## src/rtl/pipe_pkg.sv

```systemverilog
// Shared pipeline definitions for the front end.
// Holds the default instruction/PC widths, the NOP bubble encoding and the
// (instr, pc) entry type that the fetch queue and later pipeline registers use.
package pipe_pkg;

  localparam int PIPE_DATA_W = 32;
  localparam int PIPE_ADDR_W = 32;

  localparam logic [PIPE_DATA_W-1:0] PIPE_NOP_INSTR = 32'h0000_0000;

  typedef struct packed {
    logic [PIPE_DATA_W-1:0] instr;
    logic [PIPE_ADDR_W-1:0] pc;
  } fetch_entry_t;

endpackage

```

## src/rtl/fetch_queue_mem.sv

```systemverilog
// Register-array storage for the fetch queue.
// One synchronous write port and one combinational read port. The storage has
// no reset: the queue's pointers and count decide which entries are meaningful.
//   clk    : clock
//   we     : write enable
//   waddr  : write entry index
//   wdata  : write data
//   raddr  : read entry index
//   rdata  : read data (combinational)
module fetch_queue_mem #(
  parameter int DEPTH = 4,
  parameter int WIDTH = 64,
  localparam int PTR_W = $clog2(DEPTH)
) (
  input  logic             clk,
  input  logic             we,
  input  logic [PTR_W-1:0] waddr,
  input  logic [WIDTH-1:0] wdata,
  input  logic [PTR_W-1:0] raddr,
  output logic [WIDTH-1:0] rdata
);

  logic [WIDTH-1:0] mem [DEPTH];

  always_ff @(posedge clk) begin
    if (we) begin
      mem[waddr] <= wdata;
    end
  end

  assign rdata = mem[raddr];

endmodule

```

## src/rtl/fetch_queue.sv

```systemverilog
// IF/ID instruction queue.
// Buffers up to DEPTH fetched (instruction, PC) pairs so fetch can run ahead
// while decode stalls. flush discards everything (including the same-cycle
// push) for branch/jump redirects. When empty, a NOP bubble with PC 0 is
// presented to decode.
//   clk       : clock, rising edge
//   rst       : asynchronous active-low reset (pointers and count only)
//   in_valid  : fetch presents an instruction
//   in_ready  : queue can accept a push (registered state only)
//   in_instr  : fetched instruction
//   in_pc     : PC of in_instr
//   stall     : decode cannot consume the head
//   flush     : discard queued and incoming instructions
//   out_valid : head entry is valid
//   out_instr : head instruction, NOP_INSTR when empty
//   out_pc    : head PC, 0 when empty
//   count     : number of occupied entries
module fetch_queue
  import pipe_pkg::*;
#(
  parameter int                DATA_W    = PIPE_DATA_W,
  parameter int                ADDR_W    = PIPE_ADDR_W,
  parameter int                DEPTH     = 4,
  parameter logic [DATA_W-1:0] NOP_INSTR = PIPE_NOP_INSTR,
  localparam int               CNT_W     = $clog2(DEPTH) + 1
) (
  input  logic              clk,
  input  logic              rst,
  input  logic              in_valid,
  output logic              in_ready,
  input  logic [DATA_W-1:0] in_instr,
  input  logic [ADDR_W-1:0] in_pc,
  input  logic              stall,
  input  logic              flush,
  output logic              out_valid,
  output logic [DATA_W-1:0] out_instr,
  output logic [ADDR_W-1:0] out_pc,
  output logic [CNT_W-1:0]  count
);

  localparam int PTR_W = $clog2(DEPTH);
  localparam int ENT_W = DATA_W + ADDR_W;

  logic [PTR_W-1:0] wr_ptr;
  logic [PTR_W-1:0] rd_ptr;
  logic             push;
  logic             pop;
  logic [ENT_W-1:0] rd_data;

  assign in_ready  = (count != CNT_W'(DEPTH));
  assign out_valid = (count != '0);

  assign push = in_valid & in_ready & ~flush;
  assign pop  = out_valid & ~stall & ~flush;

  // Pointers wrap naturally because DEPTH is a power of two.
  always_ff @(posedge clk or negedge rst) begin
    if (!rst) begin
      wr_ptr <= '0;
      rd_ptr <= '0;
      count  <= '0;
    end else if (flush) begin
      wr_ptr <= '0;
      rd_ptr <= '0;
      count  <= '0;
    end else begin
      if (push) begin
        wr_ptr <= wr_ptr + 1'b1;
      end
      if (pop) begin
        rd_ptr <= rd_ptr + 1'b1;
      end
      count <= count + CNT_W'(push) - CNT_W'(pop);
    end
  end

  fetch_queue_mem #(
    .DEPTH (DEPTH),
    .WIDTH (ENT_W)
  ) u_mem (
    .clk   (clk),
    .we    (push),
    .waddr (wr_ptr),
    .wdata ({in_instr, in_pc}),
    .raddr (rd_ptr),
    .rdata (rd_data)
  );

  // Stale storage must never leak to decode, so mask the head when empty.
  assign out_instr = out_valid ? rd_data[ENT_W-1:ADDR_W] : NOP_INSTR;
  assign out_pc    = out_valid ? rd_data[ADDR_W-1:0]     : '0;

endmodule

```

## config.mk

```make
export PLATFORM = sky130hd
export DESIGN_NAME = fetch_queue
export DESIGN_NICKNAME = d
export VERILOG_FILES = /design/src/rtl/pipe_pkg.sv /design/src/rtl/fetch_queue_mem.sv /design/src/rtl/fetch_queue.sv
export SDC_FILE = /design/constraint.sdc
export NUM_CORES = 1
export LEC_CHECK = 0
export CAP_MARGIN = 10
export CORE_ASPECT_RATIO = 2
export CORE_MARGIN = 3
export CORE_UTILIZATION = 49
export DETAILED_ROUTE_END_ITERATION = 10
export PLACE_DENSITY = 0.75
export RECOVER_POWER = 100
export SLEW_MARGIN = 20
export SYNTH_ARGS = -nofsm -noshare
export SYNTH_HDL_FRONTEND = slang
export SYNTH_SLANG_ARGS = --single-unit
```

## constraint.sdc

```tcl
create_clock -name clk -period 2.9 [get_ports clk]
set_input_delay 0.725 -clock clk [delete_from_list [all_inputs] [get_ports clk]]
set_output_delay 0.725 -clock clk [all_outputs]
set_load 0.03 [all_outputs]
```

Word level (Yosys, flattened, before mapping)
Memories as Yosys holds them, arrays and structs flattened.
Index checks and enable logic that the tools add are counted.
{"block": "word_totals", "mem_count": 1, "reg_bits": 7, "elab_cells": 27, "output_inout_bits": 69, "ram_bits": 256}
{"memory": "u_mem.mem", "depth": 4, "word_bits": 64, "rd": 1, "rd_clocked_by_memory_dff": 0, "wr": 1, "line": "fetch_queue_mem.sv:23", "source": "logic [WIDTH-1:0] mem [DEPTH];"}
{"block": "classes", "n_mux": 9, "n_eq_ne": 1, "bitwise_logic": 6, "addsub": 4, "n_reduce_logical": 3}
{"op": "$mux 32", "n": 2}
{"op": "$mux 2", "n": 4}
{"op": "$add 2x1->2 const B", "n": 2}
{"op": "$and 1x1->1", "n": 4}
{"op": "$reduce_bool 2->1", "n": 2}
{"op": "$add 3x1->3", "n": 1}
{"op": "$mux 3", "n": 1}
{"op": "$ne 3x3->1 const B", "n": 1}
{"op": "$reduce_bool 3->1", "n": 1}
{"op": "$sub 3x1->3", "n": 1}
{"op": "$mux 1", "n": 2}
{"op": "$not 1->1", "n": 2}

Logic depth before layout (Yosys ltp)
Gate-level depths: netlist of run 1.
{"block": "depth", "word_depth": 6, "ltp_mapped": 11}

Modules after synthesis
Synthesis of run 1 repeated with hierarchy kept, for this count alone.
{"block": "unflattened", "cells_unflattened": 448, "area_unflattened_um2": 10226.1}
{"module": "fetch_queue_mem", "n_inst": 1, "area_per_inst_um2": 9341.5, "cells_per_inst": 338, "seq_area_each_um2": 7687.4}
{"module": "fetch_queue", "n_inst": 1, "area_per_inst_um2": 884.6, "cells_per_inst": 110, "seq_area_each_um2": 175.2}

Worst setup path before layout of run 1
No wires, ideal clock.
{"block": "synth_path", "kind": "in2reg", "startpoint": "in flush", "endpoint": "mem u_mem.mem[0][0], enable pin", "arrival_ps": 2782, "path_buffers": 1, "cell_stages": 3, "slack_ps": -311, "required_time_ps": 2471, "setup_ps": 429, "cell_sequence": "clkbuf_1 -> nor3_1 -> and2_1"}
{"block": "synth_between", "elab_chain_cells": 4}
{"element": "start, declared", "line": "fetch_queue.sv:34", "source": "input logic flush,"}
{"element": "$not 1->1", "line": "fetch_queue.sv:53", "source": "assign push = in_valid & in_ready & ~flush;"}
{"element": "$and 1x1->1", "line": "fetch_queue.sv:53"}
{"element": "$mux 1", "line": "fetch_queue_mem.sv:26", "source": "if (we) begin"}
{"element": "$mux 1 (not written as such)", "line": "fetch_queue_mem.sv:27", "source": "mem[waddr] <= wdata;"}
{"element": "end, declared", "line": "fetch_queue_mem.sv:23"}
Every way passes these cells.

Worst setup path in the final report of run 1
{"block": "layout_path", "startpoint": "reg rd_ptr[0]", "endpoint": "out out_instr[5]"}
{"block": "layout_between", "elab_chain_cells": 2}
{"element": "start, declared", "line": "fetch_queue.sv:45", "source": "logic [PTR_W-1:0] rd_ptr;"}
{"element": "start signal, assigned", "line": "fetch_queue.sv:71", "source": "rd_ptr <= rd_ptr + 1'b1;"}
{"element": "$mem_v2 4x64"}
{"element": "$mux 32", "line": "fetch_queue.sv:90", "source": "assign out_instr = out_valid ? rd_data[ENT_W-1:ADDR_W] : NOP_INSTR;"}
{"element": "end, declared", "line": "fetch_queue.sv:36", "source": "output logic [DATA_W-1:0] out_instr,"}
Every way passes these cells.

==> qor.csv, run 1 <==
stage;metric;value;unit
clocking;holdBufCountCts;0;
clocking;clock_sinks;263;
status;violations;negative setup slack;
sta;rsz0062_at_grt;true;
power_and_ir_drop;pwr-share-comb;0.361;
hold_path;hold_class;in -> async;
power_and_ir_drop;p_clk_frac;0.248;
global_route;grt_pass1_wl;31000;um
status;status;finished, violations left;
synthesis;seq_area_frac_synth;0.774;
power_and_ir_drop;power.switching;0.00356;W
synthesis;synth_edf_count;256;
critical_path;cp_data_required_time;2170;ps
routing;drt_first_iter_violations;274;
synthesis;synth_top_area_frac;0.757;
power_and_ir_drop;design_power_total;0.0115;W
global_route;overflow;0;
placement;place_congestion;0.741;
routing;drt-vias-per-instance;5.39;
global_route;grt_max_degree;44;
critical_path;path_cells;buf_12 -> buf_12 -> buf_6 -> mux4_2 -> and2_4 -> buf_6;
floorplanning;io_pins;138;
floorplanning;dieWidth;108;um
global_route;grt_use_total;0.182;
critical_path;cp_slowest_cell;dfrtp_4;
clocking;numCtsBuffers;22;
sta;fin_crit_sh;1.02;
clocking;path_clk_slew;70;ps
final_layout;num-nets-final;707;
sta;hold_viol;0;
critical_path;cp_data_arrival_time;2230;ps
clocking;cts_buffer_depth;3;
sta;skew;17.0;ps
synthesis;synth_top_area_cell;edfxtp_1;
power_and_ir_drop;ir_drop;0.000678;V
synthesis;synth_flop_cell;edfxtp_1;
placement;hpwl;12300;um
placement;port_buffers;137;
floorplanning;rows;73;
final_layout;finalNonFillerCells;911;
sta;tightest_slew;348;ps
critical_path;cp-start-kind;flip-flop;
critical_path;crit_buf_inv;4;
routing;detail-route-antenna-nets;0;
synthesis;syn_area_per_cell;22.2;sq um
placement;place_inst;852;
power_and_ir_drop;p_int;0.00796;W
synthesis;synth-seq-cells;263;
synthesis;synth_area_leaders;edfxtp_1, mux4_2, and2_1, dfrtp_1, ha_1;
critical_path;max_stage_delay;550;ps
synthesis;syn_nets;533;
clocking;htree_levels;1;
sta;post-route-min-period;2960;ps
synthesis;synth_commonest_cells;edfxtp_1, and2_1, mux4_2;
critical_path;end_kind;primary output;
synthesis;synthesis.area;10200;sq um
routing;vias;4911;
final_layout;drive_gt1_frac;0.356;
sta;timing.hold.ws;568;ps
clocking;clk_root_buffer_cell;clkbuf_16;
sta;max_freq;338;MHz
synthesis;yosys_warnings;0;
global_route;antenna_found_initial;6;
critical_path;crit_fanout;7;
sta;report.final.setup_viol;18;
power_and_ir_drop;p_seq_frac;0.390;
sta;postLayoutSetupSlackWorst;-55.1;ps
floorplanning;die_area;22600;sq um
power_and_ir_drop;switching_share;0.309;
synthesis;synthDistinctLibCells;24;
power_and_ir_drop;power.density;887;nW/um^2
critical_path;critical-path-top-delay-family;flip-flops;
power_and_ir_drop;power_leakage;4.37;nW
routing;route.detailed.drc;0;
synthesis;syn_inst;457;
sta;relSlewSlack;0.767;
global_route;grt_pass1_vias;5390;
floorplanning;core_area;20100;sq um
synthesis;synth.most_common_cell;edfxtp_1;
run;timing.max_cap.violations;0;
sta;drv_slew;0;
final_layout;area_delta_synth_final;28.0;%
clocking;worst_skew_pair.late_latency;510;ps
synthesis;async_flop_share;0.0266;
routing;firstDrtPassIters;4;
clocking;cts_tree;yes;
floorplanning;die_y;210;um
routing;wirelength;20600;um
routing;post_drt_wl_per_cell;22.6;um
floorplanning;start_util;0.505;
critical_path;crit_type;reg -> out;
## path summary, 6_finish.rpt
path                            cells after the start           end  slack (ps)      start
worst min-delay path                                1      count[2]         570        rst
worst max register to register                     11      count[2]         400   count[2]
worst min register to register                      2     wr_ptr[1]         610  wr_ptr[1]
min in group clk                                    2     wr_ptr[1]         610  wr_ptr[1]
worst max-delay path                                6  out_instr[5]         -60  rd_ptr[0]
max in group asynchronous                           1     rd_ptr[1]        2050        rst
## sequential cells by signal, summed over array words and instances (netlist names)
signal and flops:
rd_ptr 2, u_mem.mem 256, wr_ptr 2, count 3
## cell families (layout without fill, tap and decap cells)
family,after synthesis,after routing,synth area share
compound gates,6,6,0.00296
xor+xnor,1,1,0.000863
fa+ha+maj,7,7,0.00936
buf+inv,31,220,0.0185
flops,263,263,0.774
mux,65,65,0.143
other cells,0,3,0
simple gates,84,84,0.0511
## routing by layer
metal,routed length [um],track usage
met1,7270,0.216
met2,11800,0.332
met3,923,0.0259
met4,576,0.0684
met5,21,0
## area by class of cell
class / instances / area, sq um
Sequential cell: 263 / 7870
Antenna cell: 3 / 7.51
Tap cell: 262 / 328
Inverter: 8 / 30.0
Clock inverter: 13 / 111
Clock buffer: 26 / 587
Fill cell: 1367 / 7100
Multi-Input combinational cell: 163 / 2190
Timing Repair Buffer: 173 / 1870
## power by group through the flow
| stage | Clock [W] | Sequential (W) | Combinational [W] |
|---|---|---|---|
| 6_report | 0.00286 | 0.00450 | 0.00416 |
| 5_1_grt | 0.00305 | 0.00452 | 0.00440 |
| 4_1_cts | 0.00292 | 0.00449 | 0.00392 |
| 3_5_place_dp | 0 | 0.00456 | 0.00383 |
| 3_3_place_gp | 0 | 0.00454 | 0.00380 |
| 2_1_floorplan | 0 | 0.00455 | 0.00231 |
## stage by stage
step                TNS, ps  setup WS, ps  utilization  cell area [sq um]
floorplan                 0           227            -              10200
global placement      -24.2         -24.2        0.596              12000
detailed placement     -192          -192        0.596              12000
CTS                   -1490          -102        0.639              12800
global route          -2730          -116        0.647              13000
finish                 -363         -55.1        0.647              13000
## cells in the final DEF (no fill, tap or decap), drive strengths merged, types with 4 or more instances in the layout
master and count:
clkdlybuf4s15 14, edfxtp 256, clkinv 10, dfrtp 7
inv 8, nor3 4, clkbuf 30, clkdlybuf4s50 6
buf 82, mux4 64, dlygate4sd3 66, ha 6
and2 69
## what timing repair did
| item | in CTS | in global routing |
|---|---|---|
| setup endpoints to repair | 58 | 61 |
| cloned | 3 | 3 |
| resized for setup | 253 | 109 |
| setup buffers | 9 | 3 |
(Power assumes the default switching activity.)
==> run 2: changes to the inputs <==
HOLD_SLACK_MARGIN = 0.05   (was default)
==> results of run 2 <==
Final layout, timing and power as in run 1 (identical DEF).
==> run 3: changes to the inputs <==
CTS_CLUSTER_SIZE = 24   (was default)
PLACE_DENSITY = 0.82   (was 0.75)
==> run 3 against run 2 <==
The flow now finishes without violations. Core utilization shrank 1.3 points. Final cell count shrank 0.33%. Worst hold slack lost 15 ps. Non-clock buffer count shrank 4. Critical path type unchanged. Critical endpoint is now out_pc[15]. Largest power group unchanged.
==> qor.csv, run 3 (same netlist as run 1, synthesis figures left out) <==
stage;metric;value;unit;change
status;status;finished, final reports clean;;
clocking;cts_buffer_depth;3;;unchanged
placement;place_congestion;0.793;;+7.0%
power_and_ir_drop;power_leakage;4.31;nW;-1.3%
clocking;numCtsBuffers;23;;+4.5%
final_layout;area_delta_synth_final;25.4;%;
global_route;grtUsageMet3;0.0271;;+0.00123
clocking;clk_root_buffer_cell;clkbuf_16;;
global_route;grt_pass1_vias;5507;;+2.2%
global_route;grt_use_total;0.184;;+0.00193
global_route;globalRouteMet1Util;0.213;;-0.00329
clocking;cts_tree;yes;;
routing;vias;4985;;+1.5%
floorplanning;core_area;20100;sq um;unchanged
sta;postLayoutSetupSlackWorst;31.4;ps;+86.5 ps
final_layout;seq_area;7870;sq um;about the same
final_layout;top_regs;u_mem.mem (256), count (3);;
sta;fin_crit_sh;0.989;;-0.0298
placement;pre_cts_ws;-335;ps;-143 ps
sta;timing.hold.ws;553;ps;-15.1 ps
clocking;path_clk_slew;60;ps;about the same
hold_path;hold_class;in -> async;;
placement;place_inst;855;;+0.35%
critical_path;max_stage_delay;480;ps;-70 ps
placement;hpwl;12600;um;+2.4%
global_route;met2_usage;0.335;;+0.00301
power_and_ir_drop;switching_share;0.316;;+0.00701
routing;route.detailed.drc;0;;unchanged
clocking;htree_levels;1;;unchanged
final_layout;top_register;u_mem.mem;;
global_route;grt_max_degree;66;;+50%
routing;drt_first_iter_violations;243;;-11%
floorplanning;die_y;210;um;unchanged
critical_path;cp_data_arrival_time;2140;ps;-90 ps
routing;detail-route-antenna-nets;0;;unchanged
floorplanning;start_util;0.505;;unchanged
sta;report.final.setup_viol;0;;-18
final_layout;num-nets-final;704;;-0.42%
global_route;top_usage_layer;met2;;
critical_path;end_kind;primary output;;
sta;max_freq;349;MHz;+3.0%
sta;skew;9.07;ps;-7.92 ps
final_layout;multiInputGateArea;2150;sq um;-1.8%
critical_path;crit_fanout;5;;-2
power_and_ir_drop;power.switching;0.00354;W;-0.61%
clocking;worst_skew_pair.late_latency;500;ps;about the same
clocking;clock_sinks;263;;unchanged
final_layout;final_cell_mix;edfxtp_1, dlygate4sd3_1, mux4_2;;
power_and_ir_drop;p_clk_frac;0.262;;+0.014
final_layout;nFillCells;1397;;+2.2%
final_layout;layout_commonest_cell;edfxtp_1;;
sta;hold_viol;0;;unchanged
power_and_ir_drop;p_seq_frac;0.400;;+0.010
sta;finalSetupTns;0;ps;+363 ps
critical_path;cp-start-kind;flip-flop;;
sta;post-route-min-period;2870;ps;-86.5 ps
critical_path;crit_type;reg -> out;;
run;timing.max_cap.violations;0;;unchanged
sta;drv_slew;0;;unchanged
floorplanning;io_pins;138;;unchanged
critical_path;cp_slowest_cell;mux4_2;;
global_route;overflow;0;;unchanged
global_route;grt_pass1_wl;31100;um;+0.40%
routing;post_drt_wl_per_cell;22.3;um;-0.99%
final_layout;drive_gt1_frac;0.326;;-0.0300
floorplanning;rows;73;;unchanged
sta;relSlewSlack;0.746;;-0.0214
routing;drt-vias-per-instance;5.49;;+1.8%
power_and_ir_drop;pwr-share-comb;0.338;;-0.023
critical_path;rrSetupSlack;310;ps;-90 ps
routing;wirelength;20300;um;-1.3%
sta;rsz0062_at_grt;true;;
power_and_ir_drop;power.density;879;nW/um^2;-0.81%
critical_path;path_cells;buf_6 -> clkbuf_16 -> mux4_2 -> and2_1 -> buf_2;;
power_and_ir_drop;p_int;0.00766;W;-3.8%
power_and_ir_drop;ir_drop;0.000974;V;+44%
final_layout;largest_register_ffs;256;;unchanged
routing;firstDrtPassIters;4;;unchanged
global_route;antenna_found_initial;4;;-2
floorplanning;die_area;22600;sq um;unchanged
sta;tightest_slew;382;ps;+33.3 ps
floorplanning;dieWidth;108;um;unchanged
critical_path;cp_data_required_time;2170;ps;about the same
placement;port_buffers;137;;unchanged
final_layout;finalNonFillerCells;908;;-0.33%
-- run 3: stage by stage --
step / power (W) / utilization / instance area (sq um)
detailed placement: 0.00842 / 0.597 / 12000
global placement: 0.00834 / 0.597 / 12000
global route: 0.0117 / 0.634 / 12700
finish: 0.0112 / 0.634 / 12700
floorplan: 0.00686 / - / 10200
CTS: 0.0113 / 0.630 / 12700
-- run 3: what timing repair did --
| item | in CTS | in global routing |
|---|---|---|
| endpoints found under the hold margin | 0 | 0 |
| resized for setup | 328 | 26 |
| buffers inserted | 5 | 1 |
| hold buffers | 0 | 0 |
| setup endpoints to repair | 62 | 47 |
| cloned | 3 | 2 |
-- run 3: per-layer routing --
metal  share of wire  up-vias
li1                -     2186
met1            0.36     2590
met2            0.56      160
met3           0.040       45
met4           0.038        4
met5         0.00079        -
-- run 3: final timing paths --
kind                            startpoint    endpoint  depth (start not counted)
worst max-delay path             rd_ptr[0]  out_pc[15]                          5
worst min-delay path                   rst    count[2]                          1
worst max register to register    count[1]    count[2]                         11
worst min register to register   wr_ptr[1]   wr_ptr[1]                          2
max in group asynchronous              rst   rd_ptr[0]                          1
min in group clk                 wr_ptr[1]   wr_ptr[1]                          2
-- run 3: worst max-delay path: cells and delay by family, from the launching register on --
kind / cells / cell delay, ps
flops: 1 / 450
mux: 1 / 480
buf+inv: 3 / 500
simple gates: 1 / 200
-- run 3: power groups by stage --
stage | clock (W) | combinational, W | sequential [W]
after floorplan | 0 | 0.00231 | 0.00455
after global placement | 0 | 0.00380 | 0.00454
after detailed placement | 0 | 0.00386 | 0.00456
after CTS | 0.00303 | 0.00379 | 0.00447
after global routing | 0.00314 | 0.00401 | 0.00450
final | 0.00294 | 0.00378 | 0.00448
-- run 3: cell type report --
cell class | count | area share
repair buffers | 169 | 0.128
clock inverters | 14 | 0.0102
flip-flops and latches | 263 | 0.618
clock buffers | 27 | 0.0464
inverters | 8 | 0.00236
multi-input cells | 163 | 0.169
diodes | 2 | 0.000393
well taps | 262 | 0.0257
